File: config.mk
export PLATFORM = sky130hd
export DESIGN_NAME = match_controller
export DESIGN_NICKNAME = d
export VERILOG_FILES = /design/src/rtl/match_controller.sv
export SDC_FILE = /design/constraint.sdc
export NUM_CORES = 1
export LEC_CHECK = 0
export ABC_AREA = 1
export CORE_MARGIN = 4
export CORE_UTILIZATION = 65
export CTS_BUF_LIST = sky130_fd_sc_hd__clkbuf_8
export CTS_CLUSTER_SIZE = 28
export DETAILED_ROUTE_END_ITERATION = 12
export DONT_BUFFER_PORTS = 1
export PLACE_DENSITY = 0.81
export SYNTH_ARGS = -nofsm -noshare
export SYNTH_HDL_FRONTEND = slang
export SYNTH_SLANG_ARGS = --single-unit
File: constraint.sdc
create_clock -name clk -period 3 [get_ports clk]
set_input_delay 0.3 -clock clk [delete_from_list [all_inputs] [get_ports clk]]
set_output_delay 0.3 -clock clk [all_outputs]
set_load 0.01 [all_outputs]
File: src/rtl/match_controller.sv
// match_controller: quidditch round/match sequencer driving ball run/respawn, scores and winner
module match_controller #(
  parameter int WIN_SCORE   = 7,
  parameter int SCORE_WIDTH = 4,
  parameter int SERVE_DELAY = 50000000,
  parameter int GOAL_HOLD   = 25000000
) (
  input  logic                   clk,
  input  logic                   rst_n,
  input  logic                   start_n,
  input  logic                   score_to_team1,
  input  logic                   score_to_team2,
  output logic                   ball_enable,
  output logic                   ball_respawn,
  output logic                   serve_to_team1,
  output logic [SCORE_WIDTH-1:0] team1_score,
  output logic [SCORE_WIDTH-1:0] team2_score,
  output logic                   goal_flash,
  output logic [1:0]             winner
);
  typedef enum logic [2:0] {IDLE, SERVE, PLAY, GOAL, OVER} state_t;
  localparam logic [SCORE_WIDTH-1:0] win_s = SCORE_WIDTH'(WIN_SCORE);
  localparam logic [31:0] serve_end = 32'(SERVE_DELAY - 1);
  localparam logic [31:0] goal_end = 32'(GOAL_HOLD - 1);
  state_t st, st_n;
  logic [31:0] tmr, tmr_n;
  logic s1, s2, s3, f1_r, f1_d, f2_r, f2_d;
  logic press, e1, e2, resp_n, srv_n;
  logic [SCORE_WIDTH-1:0] t1_n, t2_n;
  logic [1:0] win_n;
  assign press = s3 & ~s2;
  assign e1 = f1_r & ~f1_d;
  assign e2 = f2_r & ~f2_d;
  always_comb begin
    st_n = st;
    tmr_n = '0;
    resp_n = 1'b0;
    srv_n = serve_to_team1;
    t1_n = team1_score;
    t2_n = team2_score;
    win_n = winner;
    case (st)
      IDLE: begin
        st_n = press ? SERVE : IDLE;
        resp_n = press;
      end
      SERVE: begin
        st_n = (tmr == serve_end) ? PLAY : SERVE;
        tmr_n = (tmr == serve_end) ? '0 : tmr + 32'd1;
      end
      PLAY: begin
        st_n = (e1 | e2) ? GOAL : PLAY;
        t1_n = (e1 & ~e2 & team1_score != win_s) ? team1_score + 1'b1 : team1_score;
        t2_n = (e2 & ~e1 & team2_score != win_s) ? team2_score + 1'b1 : team2_score;
        srv_n = (e1 ^ e2) ? e2 : serve_to_team1;
      end
      GOAL: begin
        tmr_n = (tmr == goal_end) ? '0 : tmr + 32'd1;
        if (tmr == goal_end) begin
          st_n = (team1_score == win_s || team2_score == win_s) ? OVER : SERVE;
          resp_n = !(team1_score == win_s || team2_score == win_s);
          win_n = {team2_score == win_s, team1_score == win_s};
        end
      end
      OVER: begin
        st_n = press ? SERVE : OVER;
        resp_n = press;
        t1_n = press ? '0 : team1_score;
        t2_n = press ? '0 : team2_score;
        win_n = press ? 2'b00 : winner;
        srv_n = press ? 1'b0 : serve_to_team1;
      end
      default: st_n = IDLE;
    endcase
  end
  always_ff @(posedge clk) begin
    if (!rst_n) begin
      st <= IDLE;
      tmr <= '0;
      {s1, s2, s3} <= 3'b111;
      {f1_r, f1_d, f2_r, f2_d} <= 4'b0000;
      ball_enable <= 1'b0;
      ball_respawn <= 1'b0;
      serve_to_team1 <= 1'b0;
      team1_score <= '0;
      team2_score <= '0;
      goal_flash <= 1'b0;
      winner <= 2'b00;
    end else begin
      st <= st_n;
      tmr <= tmr_n;
      {s1, s2, s3} <= {start_n, s1, s2};
      {f1_r, f1_d, f2_r, f2_d} <= {score_to_team1, f1_r, score_to_team2, f2_r};
      ball_enable <= st_n == PLAY;
      ball_respawn <= resp_n;
      serve_to_team1 <= srv_n;
      team1_score <= t1_n;
      team2_score <= t2_n;
      goal_flash <= st_n == GOAL;
      winner <= win_n;
    end
  end
endmodule
After elaboration in Yosys (flattened, before gate mapping) --
Index checks and enable logic that the tools add are counted.
Operators by class: add/subtract/negate cells 3, eq/ne operators 17, multiplexer cells 23, bitwise gates (word level) 14, reductions and logical operators 10
Operator list (count):
- two-way mux 32 bit | 2
- case mux 32 bit (2 select lines) | 1
- adder 32 x 1 -> 32 bit, second input constant | 1
- equality test 32 x 25 -> 1 bit, second input constant | 1
- equality test 32 x 26 -> 1 bit, second input constant | 1
- case mux 4 bit (2 select lines) | 2
- case mux 3 bit (5 select lines) | 1
- equality test 3 x 2 -> 1 bit, second input constant | 4
- two-way mux 4 bit | 3
- AND reduction 3 bit | 4
- != test 2 bit, second input constant | 5
- two-way mux 3 bit | 3
- adder 4 x 1 -> 4 bit, second input constant | 2
- equality test 4 x 3 -> 1 bit, second input constant | 2
- != test 4 x 3 -> 1 bit, second input constant | 2
- bitwise AND 1 bit | 7
- two-way mux 2 bit | 3
- two-way mux 1 bit | 5
- inverter 1 bit | 5
- case mux 1 bit (2 select lines) | 2
- case mux 2 bit (2 select lines) | 1
- nonzero test 2 bit | 2
- equality test 3 x 1 -> 1 bit, second input constant | 1
- equality test 3 bit, second input constant | 1
- 6 further kinds | 6
Word-level totals: register bits 56, input port bits 5

Depth between registers and ports, before layout --
depth after elaboration 7, gate-level depth with buffers 11

Least setup slack after synthesis --
Ideal clock, no wire load.
kind flip-flop to flip-flop, start point reg tmr[0], end point reg tmr[25], arrival 1423 ps, data required time 2886 ps, path slack 1463 ps, stages on the path, launching flop included 12, buffers on the path 1, period minus slack after synthesis 1537 ps, cells stage by stage dfxtp_1 ha_1 nand2_1 nor2_4 nand3_2 nor2_1 nand2_1 nand2_2 nand2_2 nand2_4 buf_6 nor2_1
Between the ends: longest elaborated chain between the ends 3, elaborated cells between the ends (all ways) 6, classes of those cells 1 x add/sub; 2 x eq/ne; 3 x mux
Ends and longest elaborated chain:
- from (decl) | RTL line 26 | logic [31:0] tmr, tmr_n;
- from (signal assigned) | RTL line 91 | tmr <= tmr_n;
- adder 32 x 1 -> 32 bit (tied with other cells) | RTL line 49, 58
- two-way mux 32 bit, on equally long branches | RTL line 58, 49
- case mux 32 bit (2 select lines) (*) | RTL line 42 | case (st)
Mark *: on every way between the ends. The rest lies on a longest branch, timed or not. A chain may end at the register's enable or synchronous reset.

Worst setup path after layout --
start point reg tmr[0], end point reg tmr[31]
Same word-level chain as after synthesis.

==> results.md <==
- Maxcap violations: 0
- RSZ-0062 raised after global routing: false
- Critical path endpoint category: register
- R2R setup slack: approximately 1.1 ns
- Max Freq: around 530 MHz
- Clock Tree Root: clkbuf_8
- Post-synth top area cell: dfxtp_1
- Share of the synthesized area in the top cell type: 38.2%
- Power Density: about 420 nW/µm²
- Routed WL: 5700 µm
- Area Overhead vs Synth: 4.26%
- Top post-synthesis cells by area: dfxtp_1 (38%), nand2_1 (13%), nor2_1 (12%)
- All-layer global routing usage: approximately 22%
- CTS Sinks: 56
- Layout Skew: between 0.01 and 0.015 ns
- Fin cells: between 400 and 500
- Total power draw: roughly 1.3 mW
- Synthesized area: roughly 3000 µm²
- Crit path max-delay cell type: dfxtp_1
- Worst EP required: between 3 and 4 ns
- Final hold slack: roughly 0.066 ns
- Reg clk slew, reported paths: about 0.10 ns
- Yosys warns: 0
- Minimum clock period: around 1.9 ns
- GRT met3 Usage: under 10%
- Area of the multi-input gates: around 1600 µm²
- Mean post-synth cell area: 6.91 µm²
- Layout cells sized above 1: 10.0%
- R2R depth: 10
- Vias: 2466
- Status: complete, no violations
- Dpl cells: roughly 470
- DR pass1 iterations: 4
- Top cells by count, synth: nand2_1 (99), nor2_1 (90), dfxtp_1 (56), inv_1 (51), xor2_1 (25)
- Buf+Inv Stages, Crit Path: 0
- IO buf count: 0
- Initial antenna violation count: 0
- Synth Register Bits: 56
- Sequential share of power: between 50% and 60%
- Post-DRT Antenna Nets: 0
- GR peak layer: met2
- Worst-skew pair later-pin latency: 0.31 ns
- Reg-to-Reg End: tmr[31]
- Reg2reg start: tmr[0]
- CP delay by family, top: simple AND/OR/NAND/NOR gates
- Post-CTS Setup Repair Bufs: 0
- Vias in the first global route: roughly 2.2k
- Ys async rst share: 0%
- Residual DRC: 0
- Final setup TNS: 0 ns
- Mapped Nets: approximately 440
- Overall die area: between 5000 and 6000 µm²
- Hold Path Class: input pin to register
- Io pins: 19
- Count leader, synth: nand2_1
- Post-CTS Resized: 0
- Internal power: between 1 and 1.5 mW
- Critical path depth: 10
- CTS Buffer Depth: 2
- Core Box Area: 4350 µm²
- Worst Setup Start Kind: register
- Initial Utilization: around 67%
- Critical Path Fanout Max: 31
- Max Slew Vio Count: 0
- Setup Viol. Count Final: 0
- CP cell instances: ha_1 -> nand2_1 -> nor2_4 -> nand3_1 -> nor2_1 -> nand2_1 -> nand2_2 -> nand2_2 -> nand2_4 -> nor2_1
- Die Y: about 75 µm
- Distinct cells, synth: 27
- Max_slew headroom: a little over 70%
- Initial DRC count: between 150 and 200
- Via density per instance: 5.14
- Clock network power share: 40.2%
- LEAKAGE: roughly 1.1 nW
- Worst vdd ir: between 400 and 500 µV
- Crit-path max cell delay: approximately 0.38 ns
- Critical path launch point: tmr[0]
- Chip Width: about 75 µm
- CP arrival: about 2.1 ns
- Sw Ratio: 20.4%
- Register area share after synthesis: 38.2%
- Nets: approximately 440
- GPL Wtd Cong: around 0.90
- TritonCTS buffer count: 5
- Fillers: about 380
- DP HPWL: between 4000 and 5000 µm
- Synth Instances: ~430
- Post-CTS Hold Fix Bufs: 0
- Diodes inserted: 0
- Final global-route overflow total: 0
- Row count: 24
- GR Layer Usage met1: between 30% and 40%
- EDFF count, synth: 0
- Met2 usage: roughly 34%
- CTS tree: done
- Pin count of the biggest net entering global routing: 32
- First-pass GRT wire length: approximately 9700 µm
- Main flop type after synthesis: dfxtp_1
- H-Tree Depth: 2
- Setup CP Type: register to register
- Final Hold Violating Endpoints: 0
- Fin crit share: between 60% and 70%
- CP endpoint: tmr[31]
- Reg area: around 1100 µm²
- Tightest Pin Transition: roughly 0.44 ns
- Logic pwr share: 1.7%
- Switch Pwr: around 260 µW
- Routed WL per cell: 11.9 µm
-- state kept, by name, summed over array words and instances, names as in the netlist, 2 cells and up --
signal	count
st	3
tmr	32
team1_score	4
winner	2
team2_score	4
-- per-layer routing --
metal	vias to the layer above	share of wire, %
met4	0	1.6
met1	1106	48
met2	53	46
li1	1298	-
met3	9	4.6
met5	-	0
-- metrics by stage --
step	setup WS [ns]	cell area, µm²	util (%)
floorplan	1.46	2940	-
global placement	1.20	2940	67.5
detailed placement	1.11	2940	67.5
CTS	1.09	3060	70.3
global route	0.922	3060	70.3
finish	1.11	3060	70.3
-- final cells by class --
cell class,count,area share [%]
clock buffer,6,2.70
clock inverter,2,1.27
inverter,54,6.62
multi-input combinational,310,50.7
sequential,56,36.6
tap,52,2.13
-- kinds of logic after synthesis --
group                    count (synthesis)  synth area share (%)
AND/OR/NAND/NOR                        254                  37.7
adder cells (fa/ha/maj)                  6                  2.56
XOR/XNOR                                30                  8.95
flip-flops                              56                  38.2
buffers and inverters                   59                  8.99
AO/OA/AOI/OAI                           20                  3.58
-- worst min-delay path by stage --
stage / slack, ns / cells past startpoint / endpoint / start
3_3_place_gp: 0.37 / 1 / s3 / rst_n
5_1_grt: 0.06 / 1 / s3 / rst_n
4_1_cts: 0.06 / 1 / s3 / rst_n
2_1_floorplan: 0.39 / 2 / s3 / s2
6_report: 0.07 / 1 / s3 / rst_n
3_5_place_dp: 0.39 / 1 / s3 / rst_n
-- placed cells by master (no fill, tap or decap) --
| cell type | count |
|---|---|
| nand3b_1 | 1 |
| and3_1 | 1 |
| nand2_4 | 1 |
| nor2_2 | 20 |
| nand3_2 | 1 |
| o21ai_1 | 1 |
| o21ai_0 | 9 |
| nand2_2 | 6 |
| xnor2_1 | 5 |
| or2_2 | 2 |
| nor3_1 | 6 |
| nor2_1 | 90 |
| o21bai_1 | 2 |
| clkbuf_8 | 6 |
| ha_1 | 6 |
| inv_1 | 51 |
| and2_1 | 1 |
| nor2_4 | 2 |
| inv_2 | 3 |
| bufinv_16 | 1 |
| dfxtp_1 | 56 |
| nand4_1 | 7 |
| clkinv_4 | 1 |
| xor2_1 | 25 |
| nand2_1 | 99 |
| nand3_1 | 17 |
| a21oi_1 | 8 |
-- power by group through the flow --
stage                     clock network (mW)  logic, mW  registers (mW)
after floorplan                            0     0.0197           0.767
after global placement                     0     0.0212           0.767
after detailed placement                   0     0.0220           0.768
after CTS                              0.529     0.0223           0.751
after global routing                   0.559     0.0260           0.751
final                                  0.519     0.0223           0.751
Note: power is estimated with default switching activity, not from simulation.
